`src/rtl/square_scheduler_pkg.sv`:
```
// ============================================================================
//  Module   : square_pkg
//  Purpose  : Shared constants, widths and FSM state type for square_scheduler.
//  Revision : 1.0 - initial release
// ============================================================================
`default_nettype none

package square_pkg;

    localparam int COLOR_W = 30;
    localparam int COORD_W = 10;

    localparam logic [COORD_W-1:0] VIS_W = 10'd640;
    localparam logic [COORD_W-1:0] VIS_H = 10'd480;
    localparam logic [COLOR_W-1:0] WHITE = 30'h3FFF_FFFF;

    localparam logic [1:0] ST_IDLE   = 2'd0;
    localparam logic [1:0] ST_EVAL   = 2'd1;
    localparam logic [1:0] ST_STEP_A = 2'd2;
    localparam logic [1:0] ST_STEP_B = 2'd3;

    typedef enum logic [1:0] {
        S_IDLE   = ST_IDLE,
        S_EVAL   = ST_EVAL,
        S_STEP_A = ST_STEP_A,
        S_STEP_B = ST_STEP_B
    } sched_state_t;

endpackage

`default_nettype wire

```
`src/rtl/square_scheduler_if.sv`:
```
// ============================================================================
//  Module   : square_scheduler_if
//  Purpose  : Pixel/colour inputs and step/colour outputs of the scheduler.
//  Revision : 1.0 - initial release
// ============================================================================
`default_nettype none

interface square_scheduler_if;
    import square_pkg::*;

    logic [COORD_W-1:0] cur_width;
    logic [COORD_W-1:0] cur_height;
    logic [COLOR_W-1:0] color_a;
    logic [COLOR_W-1:0] color_b;
    logic               pause;
    logic               next_a;
    logic               next_b;
    logic [COLOR_W-1:0] outcolor;
    logic               top_is_b;
    logic               collision;
    logic [15:0]        frame_cnt;

    modport master (
        output cur_width, cur_height, color_a, color_b, pause,
        input  next_a, next_b, outcolor, top_is_b, collision, frame_cnt
    );

    modport slave (
        input  cur_width, cur_height, color_a, color_b, pause,
        output next_a, next_b, outcolor, top_is_b, collision, frame_cnt
    );

endinterface

`default_nettype wire

```
`src/rtl/square_scheduler_frame_divider.sv`:
```
// ============================================================================
//  Module   : frame_divider
//  Purpose  : 8-bit frame divider raising a sticky step request every period.
//  Revision : 1.0 - initial release
// ============================================================================
`default_nettype none

module frame_divider (
    input  wire logic       clk,
    input  wire logic       rst,
    input  wire logic       i_en,
    input  wire logic       i_clr,
    input  wire logic [7:0] i_period,
    output logic            o_req
);
    logic [7:0] r_cnt;
    logic       r_req;
    logic       w_hit;

    assign w_hit = i_en && (r_cnt == (i_period - 8'd1));
    assign o_req = r_req;

    always_ff @(posedge clk) begin
        if (rst) begin
            r_cnt <= 8'd0;
            r_req <= 1'b0;
        end else begin
            if (i_en) begin
                r_cnt <= w_hit ? 8'd0 : r_cnt + 8'd1;
            end
            if (i_clr) begin
                r_req <= 1'b0;
            end else if (w_hit) begin
                r_req <= 1'b1;
            end
        end
    end

endmodule

`default_nettype wire

```
`src/rtl/square_scheduler.sv`:
```
// ============================================================================
//  Module   : square_scheduler
//  Purpose  : Frame tick, staggered step strobes, collision freeze and
//             priority compositing for two squares.
//  Revision : 1.0 - initial release
// ============================================================================
`default_nettype none

module square_scheduler #(
    parameter logic [square_pkg::COORD_W-1:0] VIS_W         = square_pkg::VIS_W,
    parameter logic [square_pkg::COORD_W-1:0] VIS_H         = square_pkg::VIS_H,
    parameter int                             PERIOD_A      = 1,
    parameter int                             PERIOD_B      = 2,
    parameter int                             FREEZE_FRAMES = 30,
    parameter logic [square_pkg::COLOR_W-1:0] WHITE         = square_pkg::WHITE
) (
    input  wire logic         clk,
    input  wire logic         rst,
    square_scheduler_if.slave bus
);
    import square_pkg::*;

    localparam logic [7:0] c_period_a = 8'(PERIOD_A);
    localparam logic [7:0] c_period_b = 8'(PERIOD_B);
    localparam logic [7:0] c_freeze   = 8'(FREEZE_FRAMES);

    sched_state_t       r_state;
    logic               r_frame_d;
    logic               r_overlap_seen;
    logic               r_overlap_frame;
    logic               r_collision;
    logic               r_top_is_b;
    logic [7:0]         r_freeze_cnt;
    logic [15:0]        r_frame_cnt;
    logic [COLOR_W-1:0] r_outcolor;

    logic               w_frame_cond;
    logic               w_tick;
    logic               w_visible;
    logic               w_overlap_px;
    logic               w_div_en;
    logic               w_div_clr;
    logic               w_req_a;
    logic               w_req_b;
    logic [COLOR_W-1:0] w_top_color;
    logic [COLOR_W-1:0] w_other_color;

    assign w_frame_cond  = (bus.cur_width == '0) && (bus.cur_height == VIS_H);
    assign w_tick        = w_frame_cond && !r_frame_d;
    assign w_visible     = (bus.cur_width < VIS_W) && (bus.cur_height < VIS_H);
    assign w_overlap_px  = w_visible && (bus.color_a != WHITE) && (bus.color_b != WHITE);
    // Dividers only advance on an EVAL that is neither starting nor serving a freeze.
    assign w_div_en      = (r_state == S_EVAL) && (r_freeze_cnt == 8'd0) &&
                           !r_overlap_frame && !bus.pause;
    assign w_div_clr     = (r_state == S_STEP_B);
    assign w_top_color   = r_top_is_b ? bus.color_b : bus.color_a;
    assign w_other_color = r_top_is_b ? bus.color_a : bus.color_b;

    frame_divider u_div_a (
        .clk      (clk),
        .rst      (rst),
        .i_en     (w_div_en),
        .i_clr    (w_div_clr),
        .i_period (c_period_a),
        .o_req    (w_req_a)
    );

    frame_divider u_div_b (
        .clk      (clk),
        .rst      (rst),
        .i_en     (w_div_en),
        .i_clr    (w_div_clr),
        .i_period (c_period_b),
        .o_req    (w_req_b)
    );

    // Strobes are decoded from registered state and requests; rst kills a pending one at once.
    assign bus.next_a    = (r_state == S_STEP_A) && w_req_a && !rst;
    assign bus.next_b    = (r_state == S_STEP_B) && w_req_b && !rst;
    assign bus.outcolor  = r_outcolor;
    assign bus.top_is_b  = r_top_is_b;
    assign bus.collision = r_collision;
    assign bus.frame_cnt = r_frame_cnt;

    always_ff @(posedge clk) begin
        if (rst) begin
            r_state         <= S_IDLE;
            r_frame_d       <= 1'b0;
            r_overlap_seen  <= 1'b0;
            r_overlap_frame <= 1'b0;
            r_collision     <= 1'b0;
            r_top_is_b      <= 1'b0;
            r_freeze_cnt    <= 8'd0;
            r_frame_cnt     <= 16'd0;
        end else begin
            r_frame_d <= w_frame_cond;
            if (w_tick) begin
                r_overlap_seen <= 1'b0;
            end else if (w_overlap_px) begin
                r_overlap_seen <= 1'b1;
            end

            case (r_state)
                S_IDLE: begin
                    if (w_tick) begin
                        r_overlap_frame <= r_overlap_seen;
                        r_frame_cnt     <= r_frame_cnt + 16'd1;
                        r_state         <= S_EVAL;
                    end
                end
                S_EVAL: begin
                    if (r_overlap_frame && (r_freeze_cnt == 8'd0)) begin
                        r_freeze_cnt <= c_freeze;
                        r_collision  <= 1'b1;
                        r_top_is_b   <= !r_top_is_b;
                    end else if (r_freeze_cnt != 8'd0) begin
                        r_freeze_cnt <= r_freeze_cnt - 8'd1;
                        if (r_freeze_cnt == 8'd1) begin
                            r_collision <= 1'b0;
                        end
                    end
                    r_state <= S_STEP_A;
                end
                S_STEP_A: r_state <= S_STEP_B;
                S_STEP_B: r_state <= S_IDLE;
                default:  r_state <= S_IDLE;
            endcase
        end
    end

    always_ff @(posedge clk) begin
        if (rst) begin
            r_outcolor <= WHITE;
        end else if (!w_visible) begin
            r_outcolor <= WHITE;
        end else if (w_top_color != WHITE) begin
            r_outcolor <= w_top_color;
        end else if (w_other_color != WHITE) begin
            r_outcolor <= w_other_color;
        end else begin
            r_outcolor <= WHITE;
        end
    end

endmodule

`default_nettype wire

```
`src/flat_wrapper.sv`:
```
// flat-port wrapper written by rule: the top's interface ports become plain ports
module square_scheduler_flat import square_pkg::*;
#(
    parameter logic [square_pkg::COORD_W-1:0] VIS_W         = square_pkg::VIS_W,
    parameter logic [square_pkg::COORD_W-1:0] VIS_H         = square_pkg::VIS_H,
    parameter int                             PERIOD_A      = 1,
    parameter int                             PERIOD_B      = 2,
    parameter int                             FREEZE_FRAMES = 30,
    parameter logic [square_pkg::COLOR_W-1:0] WHITE         = square_pkg::WHITE
)
  (clk, rst, bus_cur_width, bus_cur_height, bus_color_a, bus_color_b, bus_pause, bus_next_a, bus_next_b, bus_outcolor, bus_top_is_b, bus_collision, bus_frame_cnt);
  square_scheduler_if bus_i ();
  input  wire logic clk;
  input  wire logic rst;
  input wire logic [$bits(bus_i.cur_width)-1:0] bus_cur_width;
  input wire logic [$bits(bus_i.cur_height)-1:0] bus_cur_height;
  input wire logic [$bits(bus_i.color_a)-1:0] bus_color_a;
  input wire logic [$bits(bus_i.color_b)-1:0] bus_color_b;
  input wire logic [$bits(bus_i.pause)-1:0] bus_pause;
  output wire logic [$bits(bus_i.next_a)-1:0] bus_next_a;
  output wire logic [$bits(bus_i.next_b)-1:0] bus_next_b;
  output wire logic [$bits(bus_i.outcolor)-1:0] bus_outcolor;
  output wire logic [$bits(bus_i.top_is_b)-1:0] bus_top_is_b;
  output wire logic [$bits(bus_i.collision)-1:0] bus_collision;
  output wire logic [$bits(bus_i.frame_cnt)-1:0] bus_frame_cnt;
  assign bus_i.cur_width = bus_cur_width;
  assign bus_i.cur_height = bus_cur_height;
  assign bus_i.color_a = bus_color_a;
  assign bus_i.color_b = bus_color_b;
  assign bus_i.pause = bus_pause;
  assign bus_next_a = bus_i.next_a;
  assign bus_next_b = bus_i.next_b;
  assign bus_outcolor = bus_i.outcolor;
  assign bus_top_is_b = bus_i.top_is_b;
  assign bus_collision = bus_i.collision;
  assign bus_frame_cnt = bus_i.frame_cnt;
  square_scheduler #(.VIS_W(VIS_W), .VIS_H(VIS_H), .PERIOD_A(PERIOD_A), .PERIOD_B(PERIOD_B), .FREEZE_FRAMES(FREEZE_FRAMES), .WHITE(WHITE)) u_core (.clk(clk), .rst(rst), .bus(bus_i));
endmodule
```
`config.mk`:
```
export PLATFORM = sky130hd
export DESIGN_NAME = square_scheduler_flat
export DESIGN_NICKNAME = d
export VERILOG_FILES = /design/src/rtl/square_scheduler_pkg.sv /design/src/rtl/square_scheduler_if.sv /design/src/rtl/square_scheduler_frame_divider.sv /design/src/rtl/square_scheduler.sv /design/src/flat_wrapper.sv
export SDC_FILE = /design/constraint.sdc
export NUM_CORES = 1
export LEC_CHECK = 0
export CORE_UTILIZATION = 48
export DETAILED_ROUTE_END_ITERATION = 12
export PLACE_DENSITY_LB_ADDON = 0.05
export SLEW_MARGIN = 10
export SYNTH_ARGS = -nofsm -noshare
export SYNTH_HDL_FRONTEND = slang
export SYNTH_HIERARCHICAL = 1
export SYNTH_SLANG_ARGS = --single-unit
```
`constraint.sdc`:
```
create_clock -name clk -period 6 [get_ports clk]
set_clock_uncertainty 0.2 [all_clocks]
set_input_delay 1.2 -clock clk [delete_from_list [all_inputs] [get_ports clk]]
set_output_delay 1.2 -clock clk [all_outputs]
set_load 0.01 [all_outputs]
```
======== Word level (Yosys, flattened, before mapping) ========
Cells that the tools add are included.
word-level totals
  bits of input ports ..................... 83
  flip-flop bits (word level) ............. 79
cells by class
  bitwise logic cells ..................... 1
  add/sub/neg operators ................... 4
  equal/unequal tests ..................... 11
  $lt $le $gt $ge ......................... 2
  muxes and demuxes ....................... 13
  reductions and logical operators ........ 34
operators with widths
  kind                                                  count
  2-to-1 mux 30 bit                                     4
  inequality test 30 bit, second input constant         4
  2-to-1 mux 8 bit                                      4
  adder 16 x 1 -> 16 bit, second input constant         1
  adder 8 x 1 -> 8 bit, second input constant           2
  equality test 8 x 1 -> 1 bit, second input constant   2
  logical NOT 8 bit                                     2
  logical AND 1 bit                                     15
  equality test 10 x 9 -> 1 bit, second input constant  1
  logical NOT 10 bit                                    1
  < comparator 10 bit, second input constant            1
  < comparator 10 x 9 -> 1 bit, second input constant   1
  one-hot mux 2 bit (4 select lines)                    1
  nonzero test 8 bit                                    1
  subtractor 8 x 1 -> 8 bit, second input constant      1
  AND reduction 2 bit                                   3
  OR reduction 2 bit                                    3
  logical NOT 1 bit                                     5
  equality test 2 bit, second input constant            2
  nonzero test 2 bit                                    2
  2-to-1 mux 1 bit                                      3
  AND reduction 3 bit                                   1
  equality test 2 x 1 -> 1 bit, second input constant   1
  logical NOT 2 bit                                     1
  other kinds (3)                                       3

======== Depth between registers and ports, before layout ========
Gate-level depths: netlist of run 1.
  word-level depth ........................ 6
  gate-level depth with buffers ........... 10
  depth with buffers taken out ............ 10

======== Hierarchy ========
The synthesis of run 1 kept the hierarchy.
modules (own cells, without submodules)
  module                          times used  cells an instance  area an instance (um2)
  square_scheduler                1           509                4294.1
  frame_divider (u_core.u_div_b)  1           74                 654.4
  frame_divider (u_core.u_div_a)  1           74                 643.1

======== Worst setup path before layout of run 1 ========
OpenSTA, ideal clock, no wires.
  path kind ............................... register -> register
  start point ............................. register u_core.r_freeze_cnt[0]
  end point ............................... register u_core.u_div_a.r_cnt[1]
  library setup time ...................... 0.130 ns
  clock period less this slack ............ 3.447 ns
  arrival time ............................ 3.116 ns
  cell stages (with the launch flop) ...... 11
  path slack .............................. 2.553 ns
  path through ............................ dfxtp_1 inv_1 ha_1 or4b_1 or2_1 nor3b_1 inv_1 nor3_2 o211ai_2 nor4_4 o31ai_2
between the ends
  cells in the longest elaborated chain, start to end .. 6
ends and longest elaborated chain
  what                              RTL line                              text
  start: declaration                square_scheduler.sv:33                logic [7:0] r_freeze_cnt;
  start signal: assignment          square_scheduler.sv:113               r_freeze_cnt <= c_freeze;
  start signal: assignment          square_scheduler.sv:117               r_freeze_cnt <= r_freeze_cnt - 8'd1;
  logical NOT 8 bit *               square_scheduler.sv:53                assign w_div_en = (r_state == S_EVAL) && (r_freeze_cnt == 8'd0) &&
  logical AND 1 bit * (2 in a row)  square_scheduler.sv:53
  logical AND 1 bit *               square_scheduler.sv:54                !r_overlap_frame && !bus.pause;
  via u_core.w_div_en               square_scheduler.sv:41                logic w_div_en;
  logical AND 1 bit                 square_scheduler_frame_divider.sv:20  assign w_hit = i_en && (r_cnt == (i_period - 8'd1));
  2-to-1 mux 8 bit                  square_scheduler_frame_divider.sv:29  r_cnt <= w_hit ? 8'd0 : r_cnt + 8'd1;
  end signal: assignment            square_scheduler_frame_divider.sv:29
  end: declaration                  square_scheduler_frame_divider.sv:16  logic [7:0] r_cnt;
Mark *: on every way through the listed nets, which the timed path passes. The rest lies on a longest branch.
A chain may end at the register's enable or synchronous reset.

======== Worst setup path after layout of run 1 ========
  start point ............................. input rst
  end point ............................... output bus_next_a
between the ends
  cells in the longest elaborated chain, start to end .. 2
ends and longest elaborated chain
  what                RTL line                text
  start: declaration  flat_wrapper.sv:14      input wire logic rst;
  logical NOT 1 bit   square_scheduler.sv:78  assign bus.next_a = (r_state == S_STEP_A) && w_req_a && !rst;
  logical AND 1 bit   square_scheduler.sv:78
  end: declaration    flat_wrapper.sv:20      output wire logic [$bits(bus_i.next_a)-1:0] bus_next_a;
No other way between the ends.

==> summary.md, run 1 <==
| Metric | Value |
|---|---|
| Status | finished clean |
| Clk pwr share | 43.8% |
| N_diodes | 0 |
| Hold slack | 0.2611 ns |
| Final WS setup | 1.872 ns |
| Chip height | 109.9 µm |
| Metal2 WL | 7583 µm |
| Register area share after synthesis | 28.28% |
| Worst-Margin Slew | 1.185 ns |
| Final period util | 68.80% |
| Static leakage | 2.631 nW |
| Setup slack, reg-to-reg | 2.71 ns |
| Reg2Reg Depth | 11 |
| DP Cell Count | 940 |
| Most used cell, CP | clkdlybuf4s50_1 |
| Top layer in use | met4 |
| Sequential power share | 42.6% |
| Utilization after layout | 65.41% |
| CTS Hold Bufs | 0 |
| Most common cell in the netlist | dfxtp_1 |
| Internal | 940.1 µW |
| Largest net degree at the start of global routing | 119 |
| Register Area | 1585 µm² |
| Slowest-stage cell, CP | clkdlybuf4s50_1 |
| Routability congestion estimate | 0.8577 |
| Mapped Area | 5592 µm² |
| Area growth syn-to-layout | 33.01% |
| Required time of the critical path | 4.60 ns |
| Post-Place Worst Slack | 1.849 ns |
| WL met3 | 931 µm |
| Die width | 109.9 µm |
| Final hold vios | 0 |
| Simple-Gate Fraction of Synth Area | 31.06% |
| Worst setup EP type | output pin |
| Fmax | 242.3 MHz |
| Syn avg cell area | 8.511 µm² |
| First-pass GRT wire length | 24350 µm |
| CTS tree | yes |
| GRT Total Usage | 25.86% |
| Final Critical Period | 4.128 ns |
| Synth Area in Compound Gates | 26.18% |
| Largest family of logic cells by synthesized area | simple AND/OR/NAND/NOR gates |
| Max-slew headroom | 20.93% |
| Share of the synthesized area in the top cell type | 28.28% |
| Buffers & Inverters on Critical Path | 3 |
| Synth async-reset ratio | 0% |
| PD cells | 168.5 nW/µm² |
| Layout cells sized above 1 | 9.348% |
| Placed Area | 7147 µm² |
| Ys Warns | 6 |
| Clock root buffer | clkbuf_16 |
| Layout fillers | 983 |
| Later-pin clock latency in the skew report | 0.35 ns |
| Commonest cells in the netlist | dfxtp_1 (79), nor3_1 (75), clkbuf_1 (41) |
| Fin cells | 956 |
| M1 WL | 6830 µm |
| Ranking of synthesized cells by area | dfxtp_1 (28%), o41ai_2 (7.9%), nor3_1 (6.7%), o2111ai_1 (4.5%), a211oi_1 (3.8%) |
| Crit Path Category | primary input to output pin |
| Post-route ant nets | 0 |
| IO Pins | 133 |
| Maximum VDD drop | 178.8 µV |
| CP Cell Sequence | clkdlybuf4s50_1 > inv_1 > and3_1 > clkdlybuf4s50_1 |
| Max_cap viols | 0 |
| Wire per inst | 16.30 µm |
| Multi-input logic area | 3906 µm² |
| Setup crit start kind | primary input |
| Post-synth EDFFs | 0 |
| Drt initial violations | 363 |
| Critical path fanouts, max | 12 |
| Setup Buffers After CTS | 0 |
| Starting Density | 49.18% |
| CP arrival | 2.73 ns |
| Mux cell area share after synthesis | 0.7608% |
| Synth Instances | 657 |
| Clock H-tree levels | 3 |
| Yosys top cell by area | dfxtp_1 |
| Finished Cell Area | 7437 µm² |
| Flops & latches, synth | 79 |
| Total power | 1.253 mW |
| Hold Path Stages | 1 |
| NumNets Final | 903 |
| Via/cell ratio | 5.896 |
| Post_cts resized | 0 |
| RSZ-0062 raised after global routing | no |
| Final Max Tran Viols | 0 |
| Critical path's top delay family | buffers and inverters |
| GRT overflow | 0 |
| Crit Reg-Reg Startpoint | u_core/r_freeze_cnt[0]$_SDFFE_PP0P_ |
| HP Class | register to register |
| Initial antenna violation count | 0 |
| HPWL after DPL | 11160 µm |
| Power share of the combinational group | 13.5% |
| Max incr delay on CP | 0.53 ns |
| Rows | 39 |
| Num CTS Buffers | 9 |
| # port buffers | 132 |
| Hold wc startpoint | u_core/u_div_b/o_req$_SDFFE_PP0P_ |
| Total length of routed wires | 15590 µm |
| Setup TNS | 0 ns |
| Netlist cell types | 65 |
| Drt drc | 0 |
| Final setup vio count | 0 |
| Sw Share | 24.97% |
| DIE AREA | 12080 µm² |
| Psw | 312.8 µW |
| Hold Path End | u_core/u_div_b/o_req$_SDFFE_PP0P_ |
| Worst R2R End | u_core/u_div_a/r_cnt[1]$_SDFFE_PP0P_ |
| Vias in the first global route | 5129 |
| Clk slew on worst S/H paths | 0.06 ns |
| TritonRoute pass-1 iters | 5 |
| Synth Area in Adders | 2.685% |
| Post-Synth XOR/XNOR Area | 5.169% |
| Total vias in the final route | 5637 |
| Clock Path Buffers | 2 |
| Clk sink count | 79 |
| Main synth FF type | dfxtp_1 |
| Total core area | 11370 µm² |
-- power groups by stage --
stage / Sequential, mW / Clock [mW] / Combinational, mW
6_report: 0.534 / 0.549 / 0.170
5_1_grt: 0.534 / 0.583 / 0.183
4_1_cts: 0.534 / 0.561 / 0.166
3_5_place_dp: 0.546 / 0 / 0.166
3_3_place_gp: 0.546 / 0 / 0.164
2_1_floorplan: 0.549 / 0 / 0.0652
-- worst max-delay path by stage --
stage,start,cells after the start,to,slack (ns)
after global routing,rst,4,bus_next_a,1.77
after detailed placement,bus_cur_height[0],5,u_core/bus.frame_cnt[15]$_SDFFE_PP0P_,1.85
after CTS,rst,4,bus_next_a,1.87
after global placement,rst,4,bus_next_a,1.90
final,rst,4,bus_next_a,1.87
after floorplan,u_core/r_freeze_cnt[0]$_SDFFE_PP0P_,10,u_core/u_div_a/r_cnt[1]$_SDFFE_PP0P_,2.55
-- final cells by class --
cell class              instances  share of cell area (%)
inverters                      16                  0.8075
flip-flops and latches         79                   21.32
multi-input cells             559                   52.52
well taps                     143                   2.406
clock buffers                  11                   3.129
repair buffers                143                   19.04
clock inverters                 5                  0.7739
-- worst reg2reg max path, cell delays in order, from the launching register on --
cell and delay [ns]:
dfxtp_1 0.34, inv_1 0.09, ha_1 0.23, or4b_1 0.50
or2_1 0.28, nor3b_1 0.22, buf_4 0.22, inv_1 0.10
nor3_2 0.20, o211ai_2 0.15, nor4_4 0.54, o31ai_2 0.12
-- layout by cell type, fill, tap and decap left out, types with 6 or more instances in the layout --
cell	n
conb_1	57
o2111ai_1	29
nor3_1	75
nor2b_1	32
and4_1	6
clkbuf_16	9
clkdlybuf4s50_1	132
o41ai_1	6
nand2b_1	33
nand2_1	21
inv_1	16
nand3_1	17
or4_1	14
a211oi_1	28
nor4_1	6
nor2_1	15
and3_1	9
o41ai_2	27
dfxtp_1	78
xnor2_1	12
nand4_1	30
ha_1	12
buf_4	10
xor2_1	21
o31ai_1	13
o21ai_0	7
a21oi_1	23
-- state kept, by name (all words and copies together) (netlist names) --
signal,count
u_core/bus.outcolor,30
u_core/bus.frame_cnt,16
u_core/r_freeze_cnt,8
u_core/u_div_a/r_cnt,8
u_core/u_div_b/r_cnt,8
u_core/r_state,2
u_core/bus.collision,1
u_core/bus.top_is_b,1
u_core/r_frame_d,1
u_core/r_overlap_frame,1
u_core/r_overlap_seen,1
u_core/u_div_a/o_req,1
u_core/u_div_b/o_req,1
-- per-layer routing --
layer	vias to the layer above	track usage, %
met5	-	0
met4	0	8.286
met3	17	6.224
met2	181	44.96
met1	2647	31.15
li1	2792	-
-- logic make-up after synthesis --
family | Yosys count
AO/OA/AOI/OAI | 161
buffers and inverters | 74
other | 2
XOR/XNOR | 33
multiplexers | 4
adder cells (fa/ha/maj) | 12
AND/OR/NAND/NOR | 292
flip-flops | 79
Power figures use the tool's default switching activity.
==> run 2: changes to the inputs <==
==> constraint.sdc (replaced) <==
create_clock -name clk -period 3.85 [get_ports clk]
set_clock_uncertainty 0.2 [all_clocks]
set_input_delay 0.77 -clock clk [delete_from_list [all_inputs] [get_ports clk]]
set_output_delay 0.77 -clock clk [all_outputs]
set_load 0.01 [all_outputs]
==> summary.md, run 2 (same netlist as run 1, synthesis figures left out) <==
| Metric | Value |
|---|---|
| Total length of routed wires | 15760 µm (+1.1%) |
| Status | finished clean |
| Chip height | 109.9 µm (unchanged) |
| WL met3 | 899 µm (-3.4%) |
| CP Cell Sequence | inv_1 > ha_1 > or4b_1 > or2_1 > nor3b_1 > buf_4 > inv_1 > nor3_2 > o211ai_2 > nor4_4 > o31ai_2 |
| TritonRoute pass-1 iters | 5 (unchanged) |
| Post_cts resized | 0 (unchanged) |
| Utilization after layout | 66.02% (+0.61 points) |
| Setup TNS | 0 ns (unchanged) |
| Register Area | 1585 µm² (unchanged) |
| Commonest non-fill, non-tap cell in the layout | clkdlybuf4s50_1 |
| PD cells | 270.7 nW/µm² (+61%) |
| Setup Buffers After CTS | 0 (unchanged) |
| Via/cell ratio | 5.881 (-0.26%) |
| Crit. path cell count | 11 (+7) |
| Clock root buffer | clkbuf_16 |
| Crit Path Category | register to register |
| Critical path fanouts, max | 13 (+1) |
| Max_cap viols | 0 (unchanged) |
| CTS tree | yes |
| Total core area | 11370 µm² (unchanged) |
| Total vias in the final route | 5646 (+0.16%) |
| Metal2 WL | 7717 µm (+1.8%) |
| Drt drc | 0 (unchanged) |
| Clock H-tree levels | 3 (unchanged) |
| Top layer in use | met4 |
| CTS Hold Bufs | 0 (unchanged) |
| Critical path origin | u_core/r_freeze_cnt[1]$_SDFFE_PP0P_ |
| Clk slew on worst S/H paths | 0.06 ns (about the same) |
| Post-route ant nets | 0 (unchanged) |
| Most frequent cells in the layout | clkdlybuf4s50_1 (132), dfxtp_1 (78), nor3_1 (75) |
| Wire per inst | 16.42 µm (+0.71%) |
| M1 WL | 6845 µm (+0.22%) |
| Most used cell, CP | inv_1 |
| Die width | 109.9 µm (unchanged) |
| Critical path's top delay family | simple AND/OR/NAND/NOR gates |
| Final hold vios | 0 (unchanged) |
| Worst setup EP type | register |
| Worst R2R End | u_core/u_div_a/r_cnt[1]$_SDFFE_PP0P_ |
| First-pass GRT wire length | 25100 µm (+3.1%) |
| NumNets Final | 907 (+0.44%) |
| Final Critical Period | 3.280 ns |
| Worst-Margin Slew | 1.237 ns (+0.05271 ns) |
| Required time of the critical path | 3.85 ns (-0.75 ns) |
| Max-slew headroom | 17.41% (-3.5 points) |
| Setup slack, reg-to-reg | 0.57 ns (-2.14 ns) |
| Reg2Reg Depth | 11 (unchanged) |
| Clk sink count | 79 (unchanged) |
| Area growth syn-to-layout | 34.24% |
| GRT Total Usage | 26.51% (+0.65 points) |
| DP Cell Count | 944 (+0.43%) |
| Multi-input logic area | 3906 µm² (unchanged) |
| Setup crit start kind | register |
| Num CTS Buffers | 9 (unchanged) |
| Critical Path Sink | u_core/u_div_a/r_cnt[1]$_SDFFE_PP0P_ |
| Clock Path Buffers | 2 (unchanged) |
| DIE AREA | 12080 µm² (unchanged) |
| Hold slack | 0.2640 ns (+0.002941 ns) |
| IO Pins | 133 (unchanged) |
| Buffers & Inverters on Critical Path | 3 (unchanged) |
| Layout fillers | 959 (-2.4%) |
| Max incr delay on CP | 0.51 ns (-0.02 ns) |
| Static leakage | 2.671 nW (+1.5%) |
| Max FFs per register | 30 (unchanged) |
| Drt initial violations | 430 (+18%) |
| Initial antenna violation count | 0 (unchanged) |
| Routability congestion estimate | 0.8664 (+1.0%) |
| Largest net degree at the start of global routing | 118 (-0.84%) |
| Vias in the first global route | 5207 (+1.5%) |
| Final period util | 85.19% |
| HPWL after DPL | 11070 µm (-0.84%) |
| Starting Density | 49.18% (unchanged) |
| GRT overflow | 0 (unchanged) |
| Crit Reg-Reg Startpoint | u_core/r_freeze_cnt[1]$_SDFFE_PP0P_ |
| Fin cells | 960 (+0.42%) |
| HP Class | register to register |
| Layout cells sized above 1 | 10.04% (+0.69 points) |
| N_diodes | 0 (unchanged) |
| Later-pin clock latency in the skew report | 0.34 ns (about the same) |
| Slowest-stage cell, CP | or4b_1 |
| Final Max Tran Viols | 0 (unchanged) |
| RSZ-0062 raised after global routing | no |
| Maximum VDD drop | 280.3 µV (+57%) |
| Fmax | 304.9 MHz |
| # port buffers | 132 (unchanged) |
| Rows | 39 (unchanged) |
| Final setup vio count | 0 (unchanged) |
| CP arrival | 3.28 ns (+0.55 ns) |
## run 2: cell count changes in the layout (fill, tap and decap cells not counted)
cell,change
clkbuf_1,-2
clkinv_4,-1
clkbuf_8,+5
inv_6,-1
buf_4,+4
clkinv_2,-1
## run 2: routing by layer
metal | vias to the layer above | global-route usage [%]
met1 | 2659 | 33.16
met2 | 156 | 44.73
li1 | 2804 | -
met5 | - | 0
met3 | 27 | 6.046
met4 | 0 | 8.667
## run 2: worst min path at each step
stage	from	to	depth (start not counted)
3_5_place_dp	u_core/r_overlap_seen$_SDFFE_PP0P_	u_core/r_overlap_seen$_SDFFE_PP0P_	2
5_1_grt	u_core/r_overlap_seen$_SDFFE_PP0P_	u_core/r_overlap_seen$_SDFFE_PP0P_	2
6_report	u_core/r_overlap_seen$_SDFFE_PP0P_	u_core/r_overlap_seen$_SDFFE_PP0P_	2
4_1_cts	u_core/r_overlap_seen$_SDFFE_PP0P_	u_core/r_overlap_seen$_SDFFE_PP0P_	2
3_3_place_gp	u_core/u_div_b/o_req$_SDFFE_PP0P_	u_core/u_div_b/o_req$_SDFFE_PP0P_	1
2_1_floorplan	u_core/u_div_a/o_req$_SDFFE_PP0P_	u_core/u_div_a/o_req$_SDFFE_PP0P_	1
## run 2: area by class of cell
| cell class | instances | share of cell area (%) |
|---|---|---|
| multi-input cells | 559 | 52.04 |
| flip-flops and latches | 79 | 21.12 |
| repair buffers | 147 | 19.27 |
| clock buffers | 14 | 3.917 |
| well taps | 143 | 2.384 |
| inverters | 16 | 0.8001 |
| clock inverters | 2 | 0.4667 |
## run 2: tightest hold or removal path, delay by kind of cell, from the launching register on
kind / cells / cell delay, ns
simple gates: 1 / 0.05
compound gates: 1 / 0.05
flops: 1 / 0.31
## run 2: power by group
| group | internal [mW] | switching [mW] |
|---|---|---|
| combinational | 0.132 | 0.131 |
| sequential | 0.828 | 0.00415 |
| clock | 0.590 | 0.346 |
## run 2: stage by stage
stage / cell area, µm² / power (mW) / setup WS (ns)
floorplan: 5798 / 0.9575 / 0.4033
global placement: 7177 / 1.105 / 0.6262
detailed placement: 7177 / 1.108 / 0.5828
CTS: 7506 / 2.044 / 0.5778
global route: 7506 / 2.111 / 0.2705
finish: 7506 / 2.032 / 0.5700
==> run 3: changes to the inputs <==
--- a/config.mk
+++ b/config.mk
@@ -5,7 +5,7 @@
 export SDC_FILE = /design/constraint.sdc
 export NUM_CORES = 1
 export LEC_CHECK = 0
-export CORE_UTILIZATION = 48
+export CORE_UTILIZATION = 51
 export DETAILED_ROUTE_END_ITERATION = 12
 export PLACE_DENSITY_LB_ADDON = 0.05
 export SLEW_MARGIN = 10
==> summary.md, run 3 (same netlist as run 1, synthesis figures left out) <==
| Metric | Value |
|---|---|
| Status | finished clean |
| Setup Buffers After CTS | 0 (unchanged) |
| Total length of routed wires | 15860 µm (+0.63%) |
| Worst setup EP type | register |
| Drt drc | 0 (unchanged) |
| IO Pins | 133 (unchanged) |
| Sequential power share | 49.0% (+8.0 points) |
| CTS Hold Bufs | 0 (unchanged) |
| Max incr delay on CP | 0.50 ns (about the same) |
| Clk sink count | 79 (unchanged) |
| Layout fillers | 864 (-9.9%) |
| Reg2Reg Depth | 10 (-1) |
| Clk pwr share | 35.4% (-11 points) |
| Critical path's top delay family | simple AND/OR/NAND/NOR gates |
| TritonRoute pass-1 iters | 4 (-1) |
| Fin cells | 954 (-0.63%) |
| Hold wc startpoint | u_core/u_div_b/o_req$_SDFFE_PP0P_ |
| Hold Path End | u_core/u_div_b/o_req$_SDFFE_PP0P_ |
| Via/cell ratio | 5.960 (+1.3%) |
| Sw Share | 26.29% (+2.6 points) |
| Setup crit start kind | register |
| Post-route ant nets | 0 (unchanged) |
| Final Max Tran Viols | 0 (unchanged) |
| Num CTS Buffers | 9 (unchanged) |
| Die width | 106.7 µm (-2.9%) |
| Vias in the first global route | 5123 (-1.6%) |
| Total core area | 10460 µm² (-8.0%) |
| DIE AREA | 11390 µm² (-5.8%) |
| First-pass GRT wire length | 25310 µm (+0.82%) |
| Clk slew on worst S/H paths | 0.08 ns (+0.02 ns) |
| Routability congestion estimate | 0.8516 (-1.7%) |
| Later-pin clock latency in the skew report | 0.35 ns (about the same) |
| Setup slack, reg-to-reg | 0.69 ns (+0.12 ns) |
| Clock H-tree levels | 3 (unchanged) |
| RSZ-0062 raised after global routing | no |
| Final period util | 81.95% (-3.2 points) |
| Internal | 1.252 mW (-19%) |
| CTS tree | yes |
| Max_cap viols | 0 (unchanged) |
| Chip height | 106.7 µm (-2.9%) |
| Psw | 446.6 µW (-7.2%) |
| Fmax | 317.0 MHz (+4.0%) |
| Total vias in the final route | 5686 (+0.71%) |
| NumNets Final | 908 (+0.11%) |
| Clock root buffer | clkbuf_8 |
| Max-slew headroom | 31.22% (+14 points) |
| Power share of the combinational group | 15.6% (+2.7 points) |
| Commonest non-fill, non-tap cell in the layout | clkdlybuf4s50_1 |
| PD cells | 231.0 nW/µm² (-15%) |
| GRT Total Usage | 27.50% (+0.99 points) |
| Hold Path Stages | 1 (-1) |
| HPWL after DPL | 11190 µm (+1.1%) |
| Final hold vios | 0 (unchanged) |
| Slowest-stage cell, CP | nor4_4 |
| Critical path fanouts, max | 8 (-5) |
| Worst R2R End | u_core/u_div_a/r_cnt[3]$_SDFFE_PP0P_ |
| Initial antenna violation count | 1 (+1) |
| Max FFs per register | 30 (unchanged) |
| Drt initial violations | 314 (-27%) |
| Required time of the critical path | 3.87 ns (+0.02 ns) |
| Wire per inst | 16.63 µm (+1.3%) |
| Worst-Margin Slew | 1.032 ns (-0.2058 ns) |
| GRT overflow | 0 (unchanged) |
| Buffers & Inverters on Critical Path | 2 (-1) |
| Static leakage | 2.606 nW (-2.4%) |
| # port buffers | 132 (unchanged) |
| Crit Path Category | register to register |
| CP Cell Sequence | inv_1 > ha_1 > or4b_1 > or2_1 > nor3b_1 > inv_1 > nor3_2 > o211ai_2 > nor4_4 > nor3_1 |
| Layout cells sized above 1 | 9.792% (-0.24 points) |
| DP Cell Count | 938 (-0.64%) |
| Starting Density | 53.44% (+4.3 points) |
| Largest net degree at the start of global routing | 118 (unchanged) |
| Final Critical Period | 3.155 ns (-0.1249 ns) |
| Post_cts resized | 0 (unchanged) |
| CP arrival | 3.18 ns (-0.10 ns) |
| Clock Path Buffers | 2 (unchanged) |
| HP Class | register to register |
| Setup TNS | 0 ns (unchanged) |
| Area growth syn-to-layout | 31.53% |
| Final setup vio count | 0 (unchanged) |
| Rows | 37 (-5.1%) |
| Most frequent cells in the layout | clkdlybuf4s50_1 (132), dfxtp_1 (78), nor3_1 (75) |
| Maximum VDD drop | 162.5 µV (-42%) |
| Crit Reg-Reg Startpoint | u_core/r_freeze_cnt[0]$_SDFFE_PP0P_ |
| Most used cell, CP | inv_1 |
[run 3: power by group through the flow]
stage | combinational, mW | clock [mW] | sequential (mW)
detailed placement | 0.259 | 0 | 0.851
global placement | 0.255 | 0 | 0.852
CTS | 0.260 | 0.619 | 0.832
global route | 0.287 | 0.657 | 0.833
finish | 0.266 | 0.601 | 0.832
floorplan | 0.102 | 0 | 0.856
[run 3: area by class of cell]
| type | instances | area [µm²] | share of cell area, % |
|---|---|---|---|
| multi-input cells | 559 | 3905 | 53.10 |
| flip-flops and latches | 79 | 1585 | 21.55 |
| repair buffers | 148 | 1454 | 19.77 |
| well taps | 136 | 170.2 | 2.314 |
| clock buffers | 10 | 127.6 | 1.735 |
| inverters | 16 | 60.06 | 0.8166 |
| clock inverters | 5 | 50.05 | 0.6805 |
| diodes | 1 | 2.502 | 0.03403 |
[run 3: how the worst max path moves through the flow]
stage                                              from                                   end  cells after the start
floorplan           u_core/r_freeze_cnt[0]$_SDFFE_PP0P_  u_core/u_div_a/r_cnt[1]$_SDFFE_PP0P_                     10
global placement                        bus_color_b[10]     u_core/bus.outcolor[8]$_SDFF_PP1_                      6
detailed placement                       bus_color_b[9]     u_core/bus.outcolor[8]$_SDFF_PP1_                      6
CTS                 u_core/r_freeze_cnt[0]$_SDFFE_PP0P_  u_core/u_div_a/r_cnt[3]$_SDFFE_PP0P_                     10
global route        u_core/r_freeze_cnt[0]$_SDFFE_PP0P_  u_core/u_div_a/r_cnt[3]$_SDFFE_PP0P_                     10
finish              u_core/r_freeze_cnt[0]$_SDFFE_PP0P_  u_core/u_div_a/r_cnt[3]$_SDFFE_PP0P_                     10
[run 3: metal layers]
| layer | part of all wire [%] | GRT usage (%) |
|---|---|---|
| met1 | 44 | 36.11 |
| met2 | 47 | 44.56 |
| met3 | 6.7 | 4.802 |
| met4 | 2.1 | 11.06 |
| met5 | 0 | 0 |
[run 3: metrics by stage]
step | hold WS, ns | area [µm²] | power [mW] | worst slack (ns) | util, %
6_report | 0.2611 | 7355 | 1.699 | 0.6949 | 70.29
5_1_grt | 0.2864 | 7355 | 1.777 | 0.4468 | 70.29
4_1_cts | 0.2666 | 7352 | 1.711 | 0.6822 | 70.27
3_5_place_dp | 0.2469 | 7174 | 1.110 | 0.5359 | 68.57
3_3_place_gp | 0.2416 | 7174 | 1.106 | 0.5821 | 68.57
2_1_floorplan | 0.2337 | 5798 | 0.9575 | 0.4033 | -
